<file path="config.mk">
export PLATFORM = sky130hd
export DESIGN_NAME = packet_gen
export DESIGN_NICKNAME = d
export VERILOG_FILES = /design/src/rtl/packet_gen_pkg.sv /design/src/rtl/packet_gen_fifo.sv /design/src/rtl/packet_gen.sv
export SDC_FILE = /design/constraint.sdc
export NUM_CORES = 1
export LEC_CHECK = 0
export BUFFER_PORTS_ARGS = -buffer_cell sky130_fd_sc_hd__clkbuf_2
export CAP_MARGIN = 15
export CORE_ASPECT_RATIO = 0.75
export CORE_MARGIN = 3
export CORE_UTILIZATION = 45
export CTS_BUF_LIST = sky130_fd_sc_hd__clkbuf_8
export DETAILED_ROUTE_END_ITERATION = 10
export PLACE_DENSITY = 0.74
export SLEW_MARGIN = 20
export SYNTH_ARGS = -nofsm -noshare
export SYNTH_HDL_FRONTEND = slang
export SYNTH_SLANG_ARGS = --single-unit
</file>
<file path="constraint.sdc">
create_clock -name clk -period 5.3 [get_ports clk]
set_clock_uncertainty 0.05 [all_clocks]
set_input_delay 1.06 -clock clk [delete_from_list [all_inputs] [get_ports clk]]
set_output_delay 1.06 -clock clk [all_outputs]
set_load 0.02 [all_outputs]
</file>
<file path="src/rtl/packet_gen_pkg.sv">
// Shared definitions for the packet generator: header layout, request format,
// destination MAC table, FSM state encoding and the payload LFSR step.
package packet_gen_pkg;

    localparam int PORT_W = 2;
    localparam int LEN_W  = 6;
    localparam int REQ_W  = PORT_W + LEN_W;
    localparam int CNT_W  = 9;

    localparam int HDR_LEN_LSB = 21;
    localparam int HDR_LEN_MSB = HDR_LEN_LSB + LEN_W - 1;
    localparam int HDR_MAC_MSB = 15;

    localparam logic [31:0] LFSR_TAPS = 32'h8020_0003;

    // The low byte of each address is the egress port the downstream switch decodes.
    localparam logic [3:0][47:0] MAC_TABLE = {
        48'h02A3_C0A8_0003,
        48'h02A2_C0A8_0002,
        48'h02A1_C0A8_0001,
        48'h02A0_C0A8_0000
    };

    typedef logic [2:0] state_t;
    localparam state_t ST_IDLE    = 3'd0;
    localparam state_t ST_HDR0    = 3'd1;
    localparam state_t ST_HDR1    = 3'd2;
    localparam state_t ST_HDR2    = 3'd3;
    localparam state_t ST_PAYLOAD = 3'd4;
    localparam state_t ST_GAP     = 3'd5;

    typedef struct packed {
        logic [PORT_W-1:0] port;
        logic [LEN_W-1:0]  len;
    } req_t;

    function automatic logic [31:0] lfsr_next(input logic [31:0] value);
        return (value >> 1) ^ (value[0] ? LFSR_TAPS : 32'h0);
    endfunction

    function automatic logic [31:0] hdr0_word(input req_t req);
        logic [47:0] mac;
        logic [31:0] word;
        mac = MAC_TABLE[req.port];
        word = 32'h0;
        word[HDR_LEN_MSB:HDR_LEN_LSB] = req.len;
        word[HDR_MAC_MSB:0] = mac[47:32];
        return word;
    endfunction

endpackage

</file>
<file path="src/rtl/packet_gen_fifo.sv">
// Synchronous first-word-fall-through FIFO used to queue packet requests.
module sync_fifo #(
    parameter int WIDTH = 8,
    parameter int DEPTH = 4
) (
    input  logic             clk,
    input  logic             reset,
    input  logic             push,
    input  logic [WIDTH-1:0] push_data,
    input  logic             pop,
    output logic [WIDTH-1:0] pop_data,
    output logic             full,
    output logic             empty
);

    localparam int AW = $clog2(DEPTH);

    logic [WIDTH-1:0] mem [DEPTH];
    logic [AW:0]      wr_ptr;
    logic [AW:0]      rd_ptr;
    logic             do_push;
    logic             do_pop;

    assign do_push  = push && !full;
    assign do_pop   = pop && !empty;
    assign empty    = (wr_ptr == rd_ptr);
    assign full     = (wr_ptr[AW] != rd_ptr[AW]) && (wr_ptr[AW-1:0] == rd_ptr[AW-1:0]);
    assign pop_data = mem[rd_ptr[AW-1:0]];

    always_ff @(posedge clk) begin
        if (do_push) begin
            mem[wr_ptr[AW-1:0]] <= push_data;
        end
    end

    // Pointers carry one extra wrap bit so full and empty are distinguishable.
    always_ff @(posedge clk) begin
        if (reset) begin
            wr_ptr <= '0;
            rd_ptr <= '0;
        end else begin
            if (do_push) begin
                wr_ptr <= wr_ptr + 1'b1;
            end
            if (do_pop) begin
                rd_ptr <= rd_ptr + 1'b1;
            end
        end
    end

endmodule

</file>
<file path="src/rtl/packet_gen.sv">
// Packet generator: queues {port, len} requests and emits header plus LFSR
// payload words as one contiguous burst per packet, with optional idle gaps.
module packet_gen
    import packet_gen_pkg::*;
#(
    parameter int          FIFO_DEPTH = 4,
    parameter logic [31:0] LFSR_SEED  = 32'hACE1_0001
) (
    input  logic        clk,
    input  logic        reset,
    input  logic        req_valid,
    output logic        req_ready,
    input  logic [1:0]  req_port,
    input  logic [5:0]  req_len,
    input  logic [7:0]  gap_cycles,
    output logic [31:0] packet_out,
    output logic        packet_en,
    output logic        busy,
    output logic [15:0] pkt_sent
);

    state_t             state;
    req_t               cur;
    req_t               push_req;
    req_t               head;
    logic               fifo_full;
    logic               fifo_empty;
    logic               pop;
    logic               last_word;
    logic [CNT_W-1:0]   word_cnt;
    logic [CNT_W-1:0]   last_cnt;
    logic [7:0]         gap_cnt;
    logic [31:0]        lfsr;
    logic [47:0]        cur_mac;

    assign push_req.port = req_port;
    assign push_req.len  = (req_len == '0) ? LEN_W'(1) : req_len;
    assign req_ready     = !fifo_full;
    assign busy          = (state != ST_IDLE) || !fifo_empty;
    assign cur_mac       = MAC_TABLE[cur.port];
    assign last_cnt      = {cur.len, 3'b000} - CNT_W'(1);
    assign last_word     = (state == ST_PAYLOAD) && (word_cnt == last_cnt);

    // A new packet starts from IDLE, straight after a gap-free packet, or at the end of a gap.
    assign pop = !fifo_empty &&
                 ((state == ST_IDLE) ||
                  (last_word && gap_cycles == 8'd0) ||
                  (state == ST_GAP && gap_cnt == 8'd1));

    sync_fifo #(
        .WIDTH (REQ_W),
        .DEPTH (FIFO_DEPTH)
    ) u_fifo (
        .clk       (clk),
        .reset     (reset),
        .push      (req_valid),
        .push_data (push_req),
        .pop       (pop),
        .pop_data  (head),
        .full      (fifo_full),
        .empty     (fifo_empty)
    );

    // Each branch loads the word for the state being entered, so output and state align.
    always_ff @(posedge clk) begin
        if (reset) begin
            state      <= ST_IDLE;
            cur        <= '0;
            word_cnt   <= '0;
            gap_cnt    <= '0;
            lfsr       <= LFSR_SEED;
            pkt_sent   <= '0;
            packet_out <= '0;
            packet_en  <= 1'b0;
        end else begin
            packet_en  <= 1'b0;
            packet_out <= '0;
            case (state)
                ST_IDLE: begin
                end
                ST_HDR0: begin
                    state      <= ST_HDR1;
                    word_cnt   <= CNT_W'(1);
                    packet_en  <= 1'b1;
                    packet_out <= cur_mac[31:0];
                end
                ST_HDR1: begin
                    state      <= ST_HDR2;
                    word_cnt   <= CNT_W'(2);
                    packet_en  <= 1'b1;
                end
                ST_HDR2: begin
                    state      <= ST_PAYLOAD;
                    word_cnt   <= CNT_W'(3);
                    packet_en  <= 1'b1;
                    packet_out <= lfsr;
                    lfsr       <= lfsr_next(lfsr);
                end
                ST_PAYLOAD: begin
                    if (last_word) begin
                        pkt_sent <= pkt_sent + 16'd1;
                        if (gap_cycles != 8'd0) begin
                            state   <= ST_GAP;
                            gap_cnt <= gap_cycles;
                        end else begin
                            state <= ST_IDLE;
                        end
                    end else begin
                        word_cnt   <= word_cnt + CNT_W'(1);
                        packet_en  <= 1'b1;
                        packet_out <= lfsr;
                        lfsr       <= lfsr_next(lfsr);
                    end
                end
                ST_GAP: begin
                    if (gap_cnt == 8'd1) begin
                        state <= ST_IDLE;
                    end else begin
                        gap_cnt <= gap_cnt - 8'd1;
                    end
                end
                default: begin
                    state <= ST_IDLE;
                end
            endcase

            if (pop) begin
                cur        <= head;
                state      <= ST_HDR0;
                word_cnt   <= '0;
                packet_en  <= 1'b1;
                packet_out <= hdr0_word(head);
            end
        end
    end

endmodule

</file>
---- After elaboration in Yosys (flattened, before gate mapping) ----
Memories as Yosys holds them, arrays and structs flattened. A register that Yosys moved wholly into a read port is not among the register bits.
Cells that the tools add are included.
operators by class
  add/subtract/negate cells ............... 6
  $lt $le $gt $ge ......................... 2
  equality and inequality tests ........... 18
  multiplexer cells ....................... 29
  bitwise logic cells ..................... 2
  reduce and logical (&&, ||, !) cells .... 28
operators by type and width
  kind                                                                 number
  48-bit binary-select mux with 2-bit select                           2
  32-bit two-way mux                                                   4
  32-bit one-hot mux with 3 select lines                               1
  32-bit one-hot mux with 2 select lines                               1
  48-bit two-way mux                                                   1
  9-bit one-hot mux with 4 select lines                                1
  31-bit by 32-bit bitwise XOR with 32-bit output                      1
  27-bit two-way mux                                                   1
  8-bit two-way mux                                                    3
  3-bit one-hot mux with 6 select lines                                1
  16-bit by 1-bit adder with 16-bit output (second input constant)     1
  8-bit one-hot mux with 2 select lines                                1
  9-bit by 1-bit adder with 9-bit output (second input constant)       1
  9-bit == test                                                        1
  3-bit two-way mux                                                    3
  9-bit two-way mux                                                    1
  9-bit by 1-bit subtractor with 9-bit output (second input constant)  1
  8-bit by 1-bit == test with 1-bit output (second input constant)     1
  8-bit zero test                                                      1
  8-bit nonzero test                                                   1
  8-bit by 1-bit subtractor with 8-bit output (second input constant)  1
  1-bit logical AND                                                    7
  3-bit by 1-bit adder with 3-bit output (second input constant)       2
  3-bit by 2-bit == test with 1-bit output (second input constant)     2
  other kinds (27)                                                     45
word-level totals
  bits in registers ....................... 115
  memory bits (writable) .................. 32
  input bits .............................. 19
  word-level logic and storage cells ...... 99
  memories ................................ 1
memories
  memory      depth  width  rd ports  clocked after Yosys merged registers in  write ports  RTL line               text
  u_fifo.mem  4      8      1         1                                        1            packet_gen_fifo.sv:18  logic [WIDTH-1:0] mem [DEPTH];

---- Longest topological paths before layout ----
  depth after elaboration ................. 10
  gate-level depth with buffers ........... 10

---- Modules after synthesis ----
A second synthesis with hierarchy kept.
second synthesis, totals
  cell total of the unflattened synthesis .. 669
  area total of the unflattened synthesis .. 6581.3 um^2
by module, submodules not included
  module      times used  cells each  area each (um^2)  sequential area each (um^2)
  packet_gen  1           559         4849.7            2182.1
  sync_fifo   1           110         1731.7            1121.1

---- Least setup slack after synthesis ----
Ideal clock, no wire load.
  path kind ............................... input to register
  from .................................... input port gap_cycles[0]
  to ...................................... register u_fifo.rd_ptr[2]
  setup time .............................. 0.070 ns
  data arrival time ....................... 2.453 ns
  data required time ...................... 5.180 ns
  slack ................................... 2.726 ns
  stages .................................. 7
  cell sequence ........................... nor4_1 > o311ai_0 > nor2_1 > a31oi_1 > buf_4 > or3_1 > a21oi_1
on the way
  cells in the longest elaborated chain, start to end .. 6
RTL lines
  element                 RTL line               text
  start: declaration      packet_gen.sv:15       input logic [7:0] gap_cycles,
  8-bit zero test         packet_gen.sv:47       (last_word && gap_cycles == 8'd0) ||
  1-bit logical AND       packet_gen.sv:47
  1-bit logical OR        packet_gen.sv:46       ((state == ST_IDLE) ||
  1-bit logical OR        packet_gen.sv:47
  1-bit logical AND       packet_gen.sv:45       assign pop = !fifo_empty &&
  1-bit logical AND       packet_gen_fifo.sv:25  assign do_pop = pop && !empty;
  end signal: assignment  packet_gen_fifo.sv:46  rd_ptr <= rd_ptr + 1'b1;
  end: declaration        packet_gen_fifo.sv:20  logic [AW:0] rd_ptr;
No other way between the ends.
A chain may end at the register's enable or synchronous reset.

---- Worst setup path after layout ----
  from .................................... register state[1]
  to ...................................... register pkt_sent[5]
on the way
  cells in the longest elaborated chain, start to end .. 3
RTL lines
  element                                   RTL line                            text
  start: declaration                        packet_gen.sv:22                    state_t state;
  start signal: assignment                  packet_gen.sv:67                    state <= ST_IDLE;
  start signal: assignment                  packet_gen.sv:82                    state <= ST_HDR1;
  start signal: assignment                  packet_gen.sv:88                    state <= ST_HDR2;
  3-bit == test (*)                         packet_gen.sv:42, packet_gen.sv:78
  1-bit logical AND                         packet_gen.sv:42                    assign last_word = (state == ST_PAYLOAD) && (word_cnt == last_cnt);
  2-bit AND reduction (no source line) (*)  n/a
  end signal: assignment                    packet_gen.sv:101                   pkt_sent <= pkt_sent + 16'd1;
  end: declaration                          packet_gen.sv:19                    output logic [15:0] pkt_sent
Every way passes the cells marked *; elsewhere a longest branch is shown, timed or not.

==> metrics.md <==
| Metric | Value |
|---|---|
| Psw | 0.001161 W |
| Crit path time final | 3203 ps |
| Area growth from synthesis to layout | 12.26% |
| Slew Limit Fails | 0 |
| Cell chosen for the clock root | clkbuf_8 |
| Area leader, netlist | dfxtp_1 |
| Worst endpoint required time | 5630 ps |
| DRC | 0 |
| Number of I/O port buffers | 69 |
| Max Clk Rate | 312.2 MHz |
| Antenna violations before repair | 0 |
| Crit Path Class | reg -> reg |
| Hold path endpoint | packet_out[18] |
| DRT Pass-1 Iters | 5 |
| Vias in the first global route | 4903 |
| Yosys cell types | 64 |
| Total GRT Usage | 0.1944 |
| Post-DRT Antenna Nets | 0 |
| Num CTS Buffers | 17 |
| Die area | 15790 µm² |
| Most common cell after layout, fill and taps aside | dfxtp_1 |
| Bufs on Longest Clock Path | 2 |
| Final period utilization | 0.6044 |
| Seq pwr share | 0.459 |
| Ys Warns | 0 |
| CP max stage cell | nor4_4 |
| Sw frac | 0.3699 |
| Top Layer Used | met4 |
| First-pass GRT wire length | 24.32 mm |
| Routability Congestion | 0.8598 |
| Routed WL | 14.83 mm |
| Comb power frac | 0.274 |
| Post-synth ARST share | 0 |
| DR vias | 5153 |
| Crit Path Max Fanout | 17 |
| Hold Crit Class | reg -> reg |
| Die Width | 144.1 µm |
| Post-CTS Setup Repair Bufs | 0 |
| LEAKAGE | 2.707 nW |
| CP Cell Sequence | nor2_1 -> nand2_1 -> nor4_4 -> or4b_1 -> a21oi_1 |
| Chip height | 109.6 µm |
| Sequential share of the synthesized area | 0.5130 |
| Reg clk slew, reported paths | 90 ps |
| TritonCTS clock tree | done |
| Reg2reg path depth | 5 |
| Hold path depth | 2 |
| Clock latency on the worst-skew pair | 460 ps |
| Ratio of cells with drive above 1 in the final layout | 0.1885 |
| Io pins | 70 |
| Cts hold-fix bufs | 0 |
| M1 wire length | 6.705 mm |
| Outcome | finished clean |
| R2R setup slack | 2100 ps |
| Post-layout net count | 727 |
| Reg2Reg Capture Point | pkt_sent[5] |
| Initial DRC Count | 586 |
| Most frequent cells in the layout | 117 x dfxtp_1, 69 x clkbuf_2, 53 x a21oi_1, 45 x nor2_1, 37 x o21ai_0 |
| Area contributors post-synth | dfxtp_1 36%, edfxtp_1 15%, a21oi_1 4.2%, o21ai_0 2.9%, mux4_2 2.8% |
| Slowest stage delay, CP | 780 ps |
| WL per Instance | 16.73 µm |
| Critical path capture point type | register |
| Crit path arrival time | 3540 ps |
| Gr ovfl total | 0 |
| Routed wl met2 | 6.925 mm |
| Internal power | 0.001979 W |
| Routed wl met3 | 1.009 mm |
| H-Tree Depth | 4 |
| Peak VDD IR | 0.2076 mV |
| Crit path buffers/inverters | 0 |
| Worst Setup SP | state[1] |
| Cell area after synthesis | 6439 µm² |
| Worst-Margin Slew | 945.5 ps |
| Post-synth net total | 680 |
| Clock sink count | 149 |
| Starting density of the core | 0.4652 |
| Max_slew headroom | 0.3696 |
| Delay-heaviest family, CP | simple AND/OR/NAND/NOR gates |
| Start point of the worst min-delay path | lfsr[18] |
| Unrepaired setup endpoints after global routing | no |
| Via-to-Cell Ratio | 5.816 |
| Clock Power Share | 0.267 |
| Final setup fails | 0 |
| Layout Cells excl Fill | 886 |
| Max_cap viols | 0 |
| Ant diodes | 0 |
| Post-Syn Instances | 651 |
| FP Rows | 37 |
| DP Wirelength | 10.06 mm |
| Main synth FF type | dfxtp_1 |
| Largest net degree at the start of global routing | 73 |
| Yosys top cell area share | 0.3638 |
| Final-report hold violation count | 0 |
| Power per cell area | 434.4 nW/µm² |
| Setup TNS Final | 0 ps |
| Syn_area_per_cell | 9.890 µm² |
| CP Launch Type | register |
| PostCTS Resize Cnt | 0 |
| EDFF count, synth | 32 |
| # placed instances | 854 |
| Core ar. | 13840 µm² |
| RR Startpoint | state[1] |
| Number of synthesized register bits | 149 |
[per-layer routing]
metal,vias up,track usage
li1,2474,-
met1,2473,0.2556
met2,182,0.3064
met3,24,0.06739
met4,0,0.05444
met5,-,0
[per-stage QoR]
| stage | hold slack (ps) | setup WS (ps) | area [µm²] | utilization | total power [W] |
|---|---|---|---|---|---|
| floorplan | 375.8 | 2726 | 6439 | - | 0.002107 |
| global placement | 389.3 | 1943 | 6840 | 0.4942 | 0.002272 |
| detailed placement | 407.4 | 1802 | 6840 | 0.4942 | 0.002307 |
| CTS | 427.7 | 1957 | 7219 | 0.5216 | 0.003139 |
| global route | 451.5 | 1841 | 7228 | 0.5222 | 0.003317 |
| finish | 423.7 | 2097 | 7228 | 0.5222 | 0.003140 |
[cells in the mapped netlist, drive strengths merged (7+ instances only)]
| master | instances |
|---|---|
| a21o | 11 |
| ha | 10 |
| nor2 | 46 |
| mux4 | 8 |
| o21ai | 39 |
| xnor2 | 11 |
| clkbuf | 32 |
| xor2 | 8 |
| nor3 | 17 |
| nand2 | 32 |
| nor4 | 8 |
| mux2i | 9 |
| nor3b | 10 |
| inv | 19 |
| a21oi | 55 |
| buf | 12 |
| and2 | 23 |
| a31oi | 14 |
| dfxtp | 117 |
| nand4 | 12 |
| nand3 | 34 |
| and3 | 7 |
| edfxtp | 32 |
| or3 | 8 |
| a31o | 8 |
[worst reg2reg max path: stages, from the launching register on]
cell	delay [ps]
dfxtp_1	490
nor2_1	590
nand2_1	570
nor4_4	780
or4b_1	500
a21oi_1	150
[kinds of logic (layout without fill, tap and decap cells)]
kind of cell,after synthesis,count (layout),share of synthesized area
AND/OR/NAND/NOR,223,223,0.1891
AO/OA/AOI/OAI,167,167,0.1663
flip-flops,149,149,0.5130
buffers and inverters,65,125,0.04256
XOR/XNOR,19,19,0.02585
multiplexers,18,18,0.04372
adder cells (fa/ha/maj),10,10,0.01943
[layout make-up]
cell class | instances | area, µm²
clock inverters | 14 | 131.4
inverters | 21 | 78.83
repair buffers | 72 | 367.9
well taps | 175 | 219.0
fillers | 1206 | 6614
multi-input cells | 437 | 2880
flip-flops and latches | 149 | 3303
clock buffers | 18 | 247.7
[state kept, by name (all words and copies together), names as in the netlist, named ones only]
register       count
u_fifo.mem        32
u_fifo.wr_ptr      3
packet_out        32
cur                8
state              3
pkt_sent          16
lfsr              32
word_cnt           9
packet_en          1
gap_cnt            8
u_fifo.rd_ptr      3
[power groups by stage]
stage / clock network [W] / registers, W / logic (W)
2_1_floorplan: 0 / 0.00143 / 0.000674
3_3_place_gp: 0 / 0.00146 / 0.000814
3_5_place_dp: 0 / 0.00147 / 0.000841
4_1_cts: 0.000854 / 0.00144 / 0.000846
5_1_grt: 0.000908 / 0.00146 / 0.000947
6_report: 0.000838 / 0.00144 / 0.000861
[how the worst max path moves through the flow]
stage	to	slack, ps	cells past startpoint
global placement	cur[7]	1940	7
finish	pkt_sent[5]	2100	5
CTS	word_cnt[5]	1960	6
global route	pkt_sent[5]	1840	5
detailed placement	cur[5]	1800	7
floorplan	u_fifo.rd_ptr[2]	2730	7
(Power assumes the default switching activity.)
